## src/rtl/mem_add_engine_if.sv

```systemverilog
// Command and memory-channel bundle for mem_add_engine.
//   cmd_*          : host command (start pulse, length, source/destination address, addend)
//   busy/done/cycles : status back to the host register block
//   mem_req_*      : one-cycle burst request (opcode 0 = read, 1 = write)
//   mem_wr_*       : write beats, always accepted by memory
//   mem_rd_*       : read beats from memory, dequeued with mem_rd_ready
// Modports: master = engine side, slave = host/memory side.
interface mem_add_engine_if #(
  parameter int unsigned MEM_LEN_BITS  = 8,
  parameter int unsigned MEM_ADDR_BITS = 64,
  parameter int unsigned MEM_DATA_BITS = 64
);
  logic                     cmd_start;
  logic [MEM_LEN_BITS-1:0]  cmd_len;
  logic [MEM_ADDR_BITS-1:0] cmd_rd_addr;
  logic [MEM_ADDR_BITS-1:0] cmd_wr_addr;
  logic [MEM_DATA_BITS-1:0] cmd_const;
  logic                     busy;
  logic                     done;
  logic [31:0]              cycles;
  logic                     mem_req_valid;
  logic                     mem_req_opcode;
  logic [MEM_LEN_BITS-1:0]  mem_req_len;
  logic [MEM_ADDR_BITS-1:0] mem_req_addr;
  logic                     mem_wr_valid;
  logic [MEM_DATA_BITS-1:0] mem_wr_bits;
  logic                     mem_rd_valid;
  logic [MEM_DATA_BITS-1:0] mem_rd_bits;
  logic                     mem_rd_ready;

  modport master (
    input  cmd_start, cmd_len, cmd_rd_addr, cmd_wr_addr, cmd_const,
    output busy, done, cycles,
    output mem_req_valid, mem_req_opcode, mem_req_len, mem_req_addr,
    output mem_wr_valid, mem_wr_bits, mem_rd_ready,
    input  mem_rd_valid, mem_rd_bits
  );

  modport slave (
    output cmd_start, cmd_len, cmd_rd_addr, cmd_wr_addr, cmd_const,
    input  busy, done, cycles,
    input  mem_req_valid, mem_req_opcode, mem_req_len, mem_req_addr,
    input  mem_wr_valid, mem_wr_bits, mem_rd_ready,
    output mem_rd_valid, mem_rd_bits
  );
endinterface

```

## src/rtl/mem_add_engine.sv

```systemverilog
// Burst add engine: reads cmd_len 64-bit words from cmd_rd_addr, adds cmd_const to each and
// writes the results to cmd_wr_addr, in bursts of at most MAX_BURST beats staged in a buffer.
// Ports:
//   clock : rising-edge clock
//   reset : asynchronous active-low reset, clears all state
//   bus   : mem_add_engine_if.master (command, status and memory channel)
// Build option: define MEM_ADD_ENGINE_SAT_EN to saturate each add to all-ones on unsigned
// overflow; otherwise the add wraps.
module mem_add_engine #(
  parameter int unsigned MEM_LEN_BITS  = 8,
  parameter int unsigned MEM_ADDR_BITS = 64,
  parameter int unsigned MEM_DATA_BITS = 64,
  parameter int unsigned MAX_BURST     = 16
) (
  input logic              clock,
  input logic              reset,
  mem_add_engine_if.master bus
);
  localparam int unsigned LenW = MEM_LEN_BITS + 1;  // holds MAX_BURST even when it is 2^LEN
  localparam int unsigned IdxW = (MAX_BURST > 1) ? $clog2(MAX_BURST) : 1;

  typedef enum logic [2:0] {StIdle, StRdReq, StRdData, StWrReq, StWrData, StDone} state_e;

  state_e                   state_q, state_d;
  logic [MEM_LEN_BITS-1:0]  remaining_q, remaining_d;
  logic [MEM_ADDR_BITS-1:0] rd_addr_q, rd_addr_d, wr_addr_q, wr_addr_d;
  logic [MEM_DATA_BITS-1:0] const_q, const_d;
  logic [IdxW-1:0]          idx_q, idx_d;
  logic                     busy_q, busy_d, done_q, done_d;
  logic [31:0]              cycles_q, cycles_d;
  logic                     req_valid_q, req_valid_d, req_op_q, req_op_d;
  logic [MEM_LEN_BITS-1:0]  req_len_q, req_len_d;
  logic [MEM_ADDR_BITS-1:0] req_addr_q, req_addr_d;
  logic                     wr_valid_q, wr_valid_d;
  logic [MEM_DATA_BITS-1:0] wr_bits_q, wr_bits_d;
  logic [MEM_DATA_BITS-1:0] beat_buf_q [MAX_BURST];

  logic                     buf_we;
  logic [MEM_DATA_BITS-1:0] sum;
  logic [LenW-1:0]          blen;
  logic                     last_beat;
  logic [MEM_ADDR_BITS-1:0] burst_bytes;

  assign blen        = ({1'b0, remaining_q} > LenW'(MAX_BURST)) ? LenW'(MAX_BURST)
                                                                 : {1'b0, remaining_q};
  assign last_beat   = (LenW'(idx_q) == blen - LenW'(1));
  assign burst_bytes = MEM_ADDR_BITS'(blen) << 3;

`ifdef MEM_ADD_ENGINE_SAT_EN
  logic [MEM_DATA_BITS:0] sum_full;
  assign sum_full = {1'b0, bus.mem_rd_bits} + {1'b0, const_q};
  assign sum      = sum_full[MEM_DATA_BITS] ? '1 : sum_full[MEM_DATA_BITS-1:0];
`else
  assign sum      = bus.mem_rd_bits + const_q;
`endif

  always_comb begin
    state_d     = state_q;
    remaining_d = remaining_q;
    rd_addr_d   = rd_addr_q;
    wr_addr_d   = wr_addr_q;
    const_d     = const_q;
    idx_d       = idx_q;
    busy_d      = busy_q;
    done_d      = 1'b0;
    cycles_d    = (busy_q && (cycles_q != '1)) ? cycles_q + 32'd1 : cycles_q;
    req_valid_d = 1'b0;
    req_op_d    = 1'b0;
    req_len_d   = '0;
    req_addr_d  = '0;
    wr_valid_d  = 1'b0;
    wr_bits_d   = '0;
    buf_we      = 1'b0;
    // busy drops on the edge that ends the done pulse
    if (done_q) busy_d = 1'b0;

    unique case (state_q)
      StIdle: begin
        // busy_q is still high during the done cycle, so a start there is ignored too
        if (bus.cmd_start && !busy_q) begin
          remaining_d = bus.cmd_len;
          rd_addr_d   = bus.cmd_rd_addr;
          wr_addr_d   = bus.cmd_wr_addr;
          const_d     = bus.cmd_const;
          idx_d       = '0;
          busy_d      = 1'b1;
          cycles_d    = '0;
          state_d     = (bus.cmd_len == '0) ? StDone : StRdReq;
        end
      end
      StRdReq: begin
        req_valid_d = 1'b1;
        req_len_d   = MEM_LEN_BITS'(blen - LenW'(1));
        req_addr_d  = rd_addr_q;
        idx_d       = '0;
        state_d     = StRdData;
      end
      StRdData: begin
        if (bus.mem_rd_valid) begin
          buf_we = 1'b1;
          if (last_beat) begin
            idx_d   = '0;
            state_d = StWrReq;
          end else begin
            idx_d = idx_q + 1'b1;
          end
        end
      end
      StWrReq: begin
        req_valid_d = 1'b1;
        req_op_d    = 1'b1;
        req_len_d   = MEM_LEN_BITS'(blen - LenW'(1));
        req_addr_d  = wr_addr_q;
        state_d     = StWrData;
      end
      StWrData: begin
        // beats are registered, so they trail the request pulse by one cycle
        wr_valid_d = 1'b1;
        wr_bits_d  = beat_buf_q[idx_q];
        if (last_beat) begin
          idx_d       = '0;
          rd_addr_d   = rd_addr_q + burst_bytes;
          wr_addr_d   = wr_addr_q + burst_bytes;
          remaining_d = remaining_q - MEM_LEN_BITS'(blen);
          state_d     = (remaining_d != '0) ? StRdReq : StDone;
        end else begin
          idx_d = idx_q + 1'b1;
        end
      end
      StDone: begin
        done_d  = 1'b1;
        state_d = StIdle;
      end
      default: state_d = StIdle;
    endcase
  end

  always_ff @(posedge clock or negedge reset) begin
    if (!reset) begin
      state_q     <= StIdle;
      remaining_q <= '0;
      rd_addr_q   <= '0;
      wr_addr_q   <= '0;
      const_q     <= '0;
      idx_q       <= '0;
      busy_q      <= 1'b0;
      done_q      <= 1'b0;
      cycles_q    <= '0;
      req_valid_q <= 1'b0;
      req_op_q    <= 1'b0;
      req_len_q   <= '0;
      req_addr_q  <= '0;
      wr_valid_q  <= 1'b0;
      wr_bits_q   <= '0;
      for (int i = 0; i < MAX_BURST; i++) beat_buf_q[i] <= '0;
    end else begin
      state_q     <= state_d;
      remaining_q <= remaining_d;
      rd_addr_q   <= rd_addr_d;
      wr_addr_q   <= wr_addr_d;
      const_q     <= const_d;
      idx_q       <= idx_d;
      busy_q      <= busy_d;
      done_q      <= done_d;
      cycles_q    <= cycles_d;
      req_valid_q <= req_valid_d;
      req_op_q    <= req_op_d;
      req_len_q   <= req_len_d;
      req_addr_q  <= req_addr_d;
      wr_valid_q  <= wr_valid_d;
      wr_bits_q   <= wr_bits_d;
      if (buf_we) beat_buf_q[idx_q] <= sum;
    end
  end

  assign bus.busy           = busy_q;
  assign bus.done           = done_q;
  assign bus.cycles         = cycles_q;
  assign bus.mem_req_valid  = req_valid_q;
  assign bus.mem_req_opcode = req_op_q;
  assign bus.mem_req_len    = req_len_q;
  assign bus.mem_req_addr   = req_addr_q;
  assign bus.mem_wr_valid   = wr_valid_q;
  assign bus.mem_wr_bits    = wr_bits_q;
  assign bus.mem_rd_ready   = (state_q == StRdData);
endmodule

```

## src/flat_wrapper.sv

```systemverilog
// flat-port wrapper written by rule: the top's interface ports become plain ports
module mem_add_engine_flat 
#(
  parameter int unsigned MEM_LEN_BITS  = 8,
  parameter int unsigned MEM_ADDR_BITS = 64,
  parameter int unsigned MEM_DATA_BITS = 64,
  parameter int unsigned MAX_BURST     = 16
)
  (clock, reset, bus_cmd_start, bus_cmd_len, bus_cmd_rd_addr, bus_cmd_wr_addr, bus_cmd_const, bus_busy, bus_done, bus_cycles, bus_mem_req_valid, bus_mem_req_opcode, bus_mem_req_len, bus_mem_req_addr, bus_mem_wr_valid, bus_mem_wr_bits, bus_mem_rd_ready, bus_mem_rd_valid, bus_mem_rd_bits);
  mem_add_engine_if #(.MEM_LEN_BITS(MEM_LEN_BITS), .MEM_ADDR_BITS(MEM_ADDR_BITS), .MEM_DATA_BITS(MEM_DATA_BITS)) bus_i ();
  input logic clock;
  input logic reset;
  input wire logic [$bits(bus_i.cmd_start)-1:0] bus_cmd_start;
  input wire logic [$bits(bus_i.cmd_len)-1:0] bus_cmd_len;
  input wire logic [$bits(bus_i.cmd_rd_addr)-1:0] bus_cmd_rd_addr;
  input wire logic [$bits(bus_i.cmd_wr_addr)-1:0] bus_cmd_wr_addr;
  input wire logic [$bits(bus_i.cmd_const)-1:0] bus_cmd_const;
  output wire logic [$bits(bus_i.busy)-1:0] bus_busy;
  output wire logic [$bits(bus_i.done)-1:0] bus_done;
  output wire logic [$bits(bus_i.cycles)-1:0] bus_cycles;
  output wire logic [$bits(bus_i.mem_req_valid)-1:0] bus_mem_req_valid;
  output wire logic [$bits(bus_i.mem_req_opcode)-1:0] bus_mem_req_opcode;
  output wire logic [$bits(bus_i.mem_req_len)-1:0] bus_mem_req_len;
  output wire logic [$bits(bus_i.mem_req_addr)-1:0] bus_mem_req_addr;
  output wire logic [$bits(bus_i.mem_wr_valid)-1:0] bus_mem_wr_valid;
  output wire logic [$bits(bus_i.mem_wr_bits)-1:0] bus_mem_wr_bits;
  output wire logic [$bits(bus_i.mem_rd_ready)-1:0] bus_mem_rd_ready;
  input wire logic [$bits(bus_i.mem_rd_valid)-1:0] bus_mem_rd_valid;
  input wire logic [$bits(bus_i.mem_rd_bits)-1:0] bus_mem_rd_bits;
  assign bus_i.cmd_start = bus_cmd_start;
  assign bus_i.cmd_len = bus_cmd_len;
  assign bus_i.cmd_rd_addr = bus_cmd_rd_addr;
  assign bus_i.cmd_wr_addr = bus_cmd_wr_addr;
  assign bus_i.cmd_const = bus_cmd_const;
  assign bus_busy = bus_i.busy;
  assign bus_done = bus_i.done;
  assign bus_cycles = bus_i.cycles;
  assign bus_mem_req_valid = bus_i.mem_req_valid;
  assign bus_mem_req_opcode = bus_i.mem_req_opcode;
  assign bus_mem_req_len = bus_i.mem_req_len;
  assign bus_mem_req_addr = bus_i.mem_req_addr;
  assign bus_mem_wr_valid = bus_i.mem_wr_valid;
  assign bus_mem_wr_bits = bus_i.mem_wr_bits;
  assign bus_mem_rd_ready = bus_i.mem_rd_ready;
  assign bus_i.mem_rd_valid = bus_mem_rd_valid;
  assign bus_i.mem_rd_bits = bus_mem_rd_bits;
  mem_add_engine #(.MEM_LEN_BITS(MEM_LEN_BITS), .MEM_ADDR_BITS(MEM_ADDR_BITS), .MEM_DATA_BITS(MEM_DATA_BITS), .MAX_BURST(MAX_BURST)) u_core (.clock(clock), .reset(reset), .bus(bus_i));
endmodule
```

## config.mk

```make
export PLATFORM = sky130hd
export DESIGN_NAME = mem_add_engine_flat
export DESIGN_NICKNAME = d
export VERILOG_FILES = /design/src/rtl/mem_add_engine_if.sv /design/src/rtl/mem_add_engine.sv /design/src/flat_wrapper.sv
export SDC_FILE = /design/constraint.sdc
export NUM_CORES = 2
export LEC_CHECK = 0
export ABC_AREA = 1
export CAP_MARGIN = 10
export CORE_MARGIN = 2
export CORE_UTILIZATION = 60
export CTS_BUF_LIST = sky130_fd_sc_hd__clkbuf_8
export CTS_CLUSTER_SIZE = 10
export DETAILED_ROUTE_END_ITERATION = 6
export PLACE_DENSITY = 0.87
export RECOVER_POWER = 50
export SLEW_MARGIN = 20
export SYNTH_ARGS = -nofsm -noshare
export SYNTH_HDL_FRONTEND = slang
export SYNTH_SLANG_ARGS = --single-unit
```

## constraint.sdc

```tcl
create_clock -name clock -period 5.9 [get_ports clock]
set_input_delay 1.475 -clock clock [delete_from_list [all_inputs] [get_ports clock]]
set_output_delay 1.475 -clock clock [all_outputs]
set_load 0.01 [all_outputs]
```

==> metrics.txt <==
clk_lat worst skew 1.00 ns; Synth cell types 50; routed vias 73900; count leader, synth nand2_1; Area contributors post-synth dfrtp_1, nand2_1, o21ai_0, nand3_1, nor2_1; H-tree Lvls 4; Iteration-0 DRC Markers approximately 11000; Total Routing Usage GR around 42%; Mapped Area about 73000 um^2; Async SR Flop Fraction 100%; WP data required roughly 6.7 ns; Resized cells post-CTS 0; Max clock buf depth 3; CP max-delay cell clkinvlp_2; Primary FF master, synth dfrtp_1; CP Buf/Inv Count 3; Post-synth top cells nand2_1, dfrtp_1, o21ai_0, nand3_1, nor2_1; Die Wd 354 um; final instance area 83200 um^2; # hold bufs at CTS 0; die area between 100000 and 150000 um^2; crit path kind input pin to flip-flop; Antenna Nets Post-Route 0; final setup fails 0; synth warn 0; cell area power density 484 nW/um^2; total CTS buffers about 220; Crit path max-delay family buffers and inverters; clk slew on worst S/H paths around 0.06 ns; Final GP Congestion 1.02; max cap viols 5; vias in the first global route about 71000; DP HPWL roughly 170000 um; leakage around 42 nW; Post CTS Setup Buffer Count 0; Worst slew margin -143%; failing checks DRC, capacitance limit, slew limit; Final period util a little under nine tenths; unrepaired setup endpoints after global routing no; fin cells roughly 12000; DRC viols 29; antenna violations before repair 10; Tmin final 5.02 ns; first-pass GRT wire length between 400000 and 500000 um; IO buf count between 400 and 500; routed len/inst approximately 23 um; GR Overflow Total 0; area share of the largest cell type after synthesis 47.9%; CP Max Fanout ~180; EDFF count, synth 0; CORE AREA 122000 um^2; layout overhead on the synthesized area 13.5%; root buffer cell clkbuf_8; Hold Path Class flip-flop to flip-flop; Critical Path Start Type input pin; CP max stage delay 1.40 ns; Clock Skew 0.0514 ns; CP Cell Sequence dlygate4sd3_1 -> nand2_1 -> nor2_1 -> clkinvlp_2 -> nand2_8 -> buf_12 -> o21ai_0; Placed Area 78500 um^2; die height about 350 um; Final nets between 10000 and 15000; slew of the pin with the lowest slew margin between 3 and 4 ns; vias per inst a little over 6; share of cells above drive strength 1 6.15%; Final Hold Fails 0; Post-Route WL between 200000 and 300000 um; Synth Area per Inst between 7 and 8 um^2; Initial Utilization around three fifths; CP Data Arrival Time 5.82 ns; Synth area leader dfrtp_1; Pre-antenna DRT Iters 7; Slew Limit Fails about 320; worst IR drop on VDD about 0.38 mV; # rows ~130; critical path endpoint category flip-flop; outcome finished with violations; TritonCTS clock tree done; Pwr Total approximately 0.04 W; IO Pins 442; cells after synthesis 9889; largest net degree at the start of global routing 212; placed insts roughly 11000; Fmax ~200 MHz; Final TNS setup 0 ns; # clock sinks between 1000 and 1500; sequential element share of the synthesized area 47.9%; #FFs+latches synth approximately 1400
## worst paths after layout
kind,start,end,depth (start not counted),slack [ns]
max in group asynchronous,reset,u_core.beat_buf_q[191],2,1.58
hold / removal,u_core.beat_buf_q[770],u_core.beat_buf_q[770],2,0.47
setup / recovery,bus_cmd_start,u_core.wr_addr_q[3],7,0.88
min in group asynchronous,reset,u_core.beat_buf_q[214],1,1.67
hold reg to reg,u_core.beat_buf_q[770],u_core.beat_buf_q[770],2,0.47
setup reg to reg,u_core.state_q[2],u_core.bus.mem_req_addr[39],7,0.97
## metrics by stage
step | util, % | hold WS, ns | worst slack [ns]
global route | 68.5 | 0.477 | 0.834
global placement | 64.6 | 0.447 | 1.35
finish | 68.5 | 0.468 | 0.877
floorplan | - | 0.437 | 2.45
detailed placement | 64.6 | 0.453 | 1.22
CTS | 68.5 | 0.469 | 1.75
## layer usage
layer	vias up	GRT usage, %	routed length [um]
met4	14	25.1	17900
met2	5559	63.5	116000
met3	1209	12.4	36800
met5	-	0	98
li1	32500	-	-
met1	34600	55.1	99300
## layout by cell type (no fill, tap or decap), drive strengths merged, types with 4 or more instances in the layout
| cell | synthesis | layout |
|---|---|---|
| xnor2 | 41 | 41 |
| nor2 | 852 | 852 |
| clkinvlp | 0 | 5 |
| diode | 0 | 4 |
| conb | 2 | 7 |
| and2 | 6 | 6 |
| a22o | 6 | 6 |
| bufinv | 0 | 4 |
| inv | 641 | 690 |
| o21bai | 8 | 8 |
| nand3b | 19 | 19 |
| a31oi | 6 | 6 |
| ha | 86 | 86 |
| a211oi | 13 | 13 |
| buf | 197 | 107 |
| dfrtp | 1404 | 1404 |
| nor3 | 71 | 71 |
| o21ai | 1147 | 1147 |
| o22ai | 288 | 288 |
| or2 | 67 | 67 |
| nand4 | 57 | 57 |
| nand3 | 919 | 919 |
| clkinv | 2 | 50 |
| nor4 | 6 | 6 |
| clkbuf | 412 | 314 |
| a41oi | 59 | 59 |
| clkdlybuf4s50 | 0 | 439 |
| xor2 | 52 | 52 |
| nand2 | 3374 | 3374 |
| a21oi | 144 | 144 |
## worst register-to-register path: cells and delay by family, from the launching register on
kind	cells	cell delay, ns
buffers and inverters	4	3.09
and+or+nand+nor	2	0.24
DFF	1	0.50
AOI/OAI and AO/OA	1	0.70
## where the power goes
group | leakage [nW] | switching (W) | internal [W] | total [W]
Combinational | 20.4 | 0.0125 | 0.00523 | 0.0177
Sequential | 18.8 | 0.00179 | 0.0119 | 0.0137
Clock | 2.70 | 0.00413 | 0.00473 | 0.00886
## cell type report
type	count	area [um^2]
tap	1625	2030
timing repair buffer	560	5490
sequential	1404	35100
fill	9815	38300
multi-input combinational	7238	33300
inverter	643	2450
clock buffer	301	4140
clock inverter	106	648
antenna	4	10.0
## cells by family after synthesis
kind of cell / after synthesis / share of synthesized area (%)
AO/OA/AOI/OAI: 1677 / 12.4
XOR/XNOR: 93 / 1.16
adder cells (fa/ha/maj): 89 / 1.55
buffers and inverters: 1252 / 6.86
flip-flops: 1404 / 47.9
other: 2 / 0.0102
AND/OR/NAND/NOR: 5372 / 30.1
## registers in the layout, summed over array words and instances (netlist names)
signal                     count
u_core.beat_buf_q           1024
u_core.bus.busy                1
u_core.bus.cycles             32
u_core.bus.done                1
u_core.bus.mem_req_addr       64
u_core.bus.mem_req_len         8
u_core.bus.mem_req_opcode      1
u_core.bus.mem_req_valid       1
u_core.bus.mem_wr_bits        64
u_core.bus.mem_wr_valid        1
u_core.const_q                64
u_core.idx_q                   4
u_core.rd_addr_q              64
u_core.remaining_q             8
u_core.state_q                 3
u_core.wr_addr_q              64
Power figures use the tool's default switching activity.
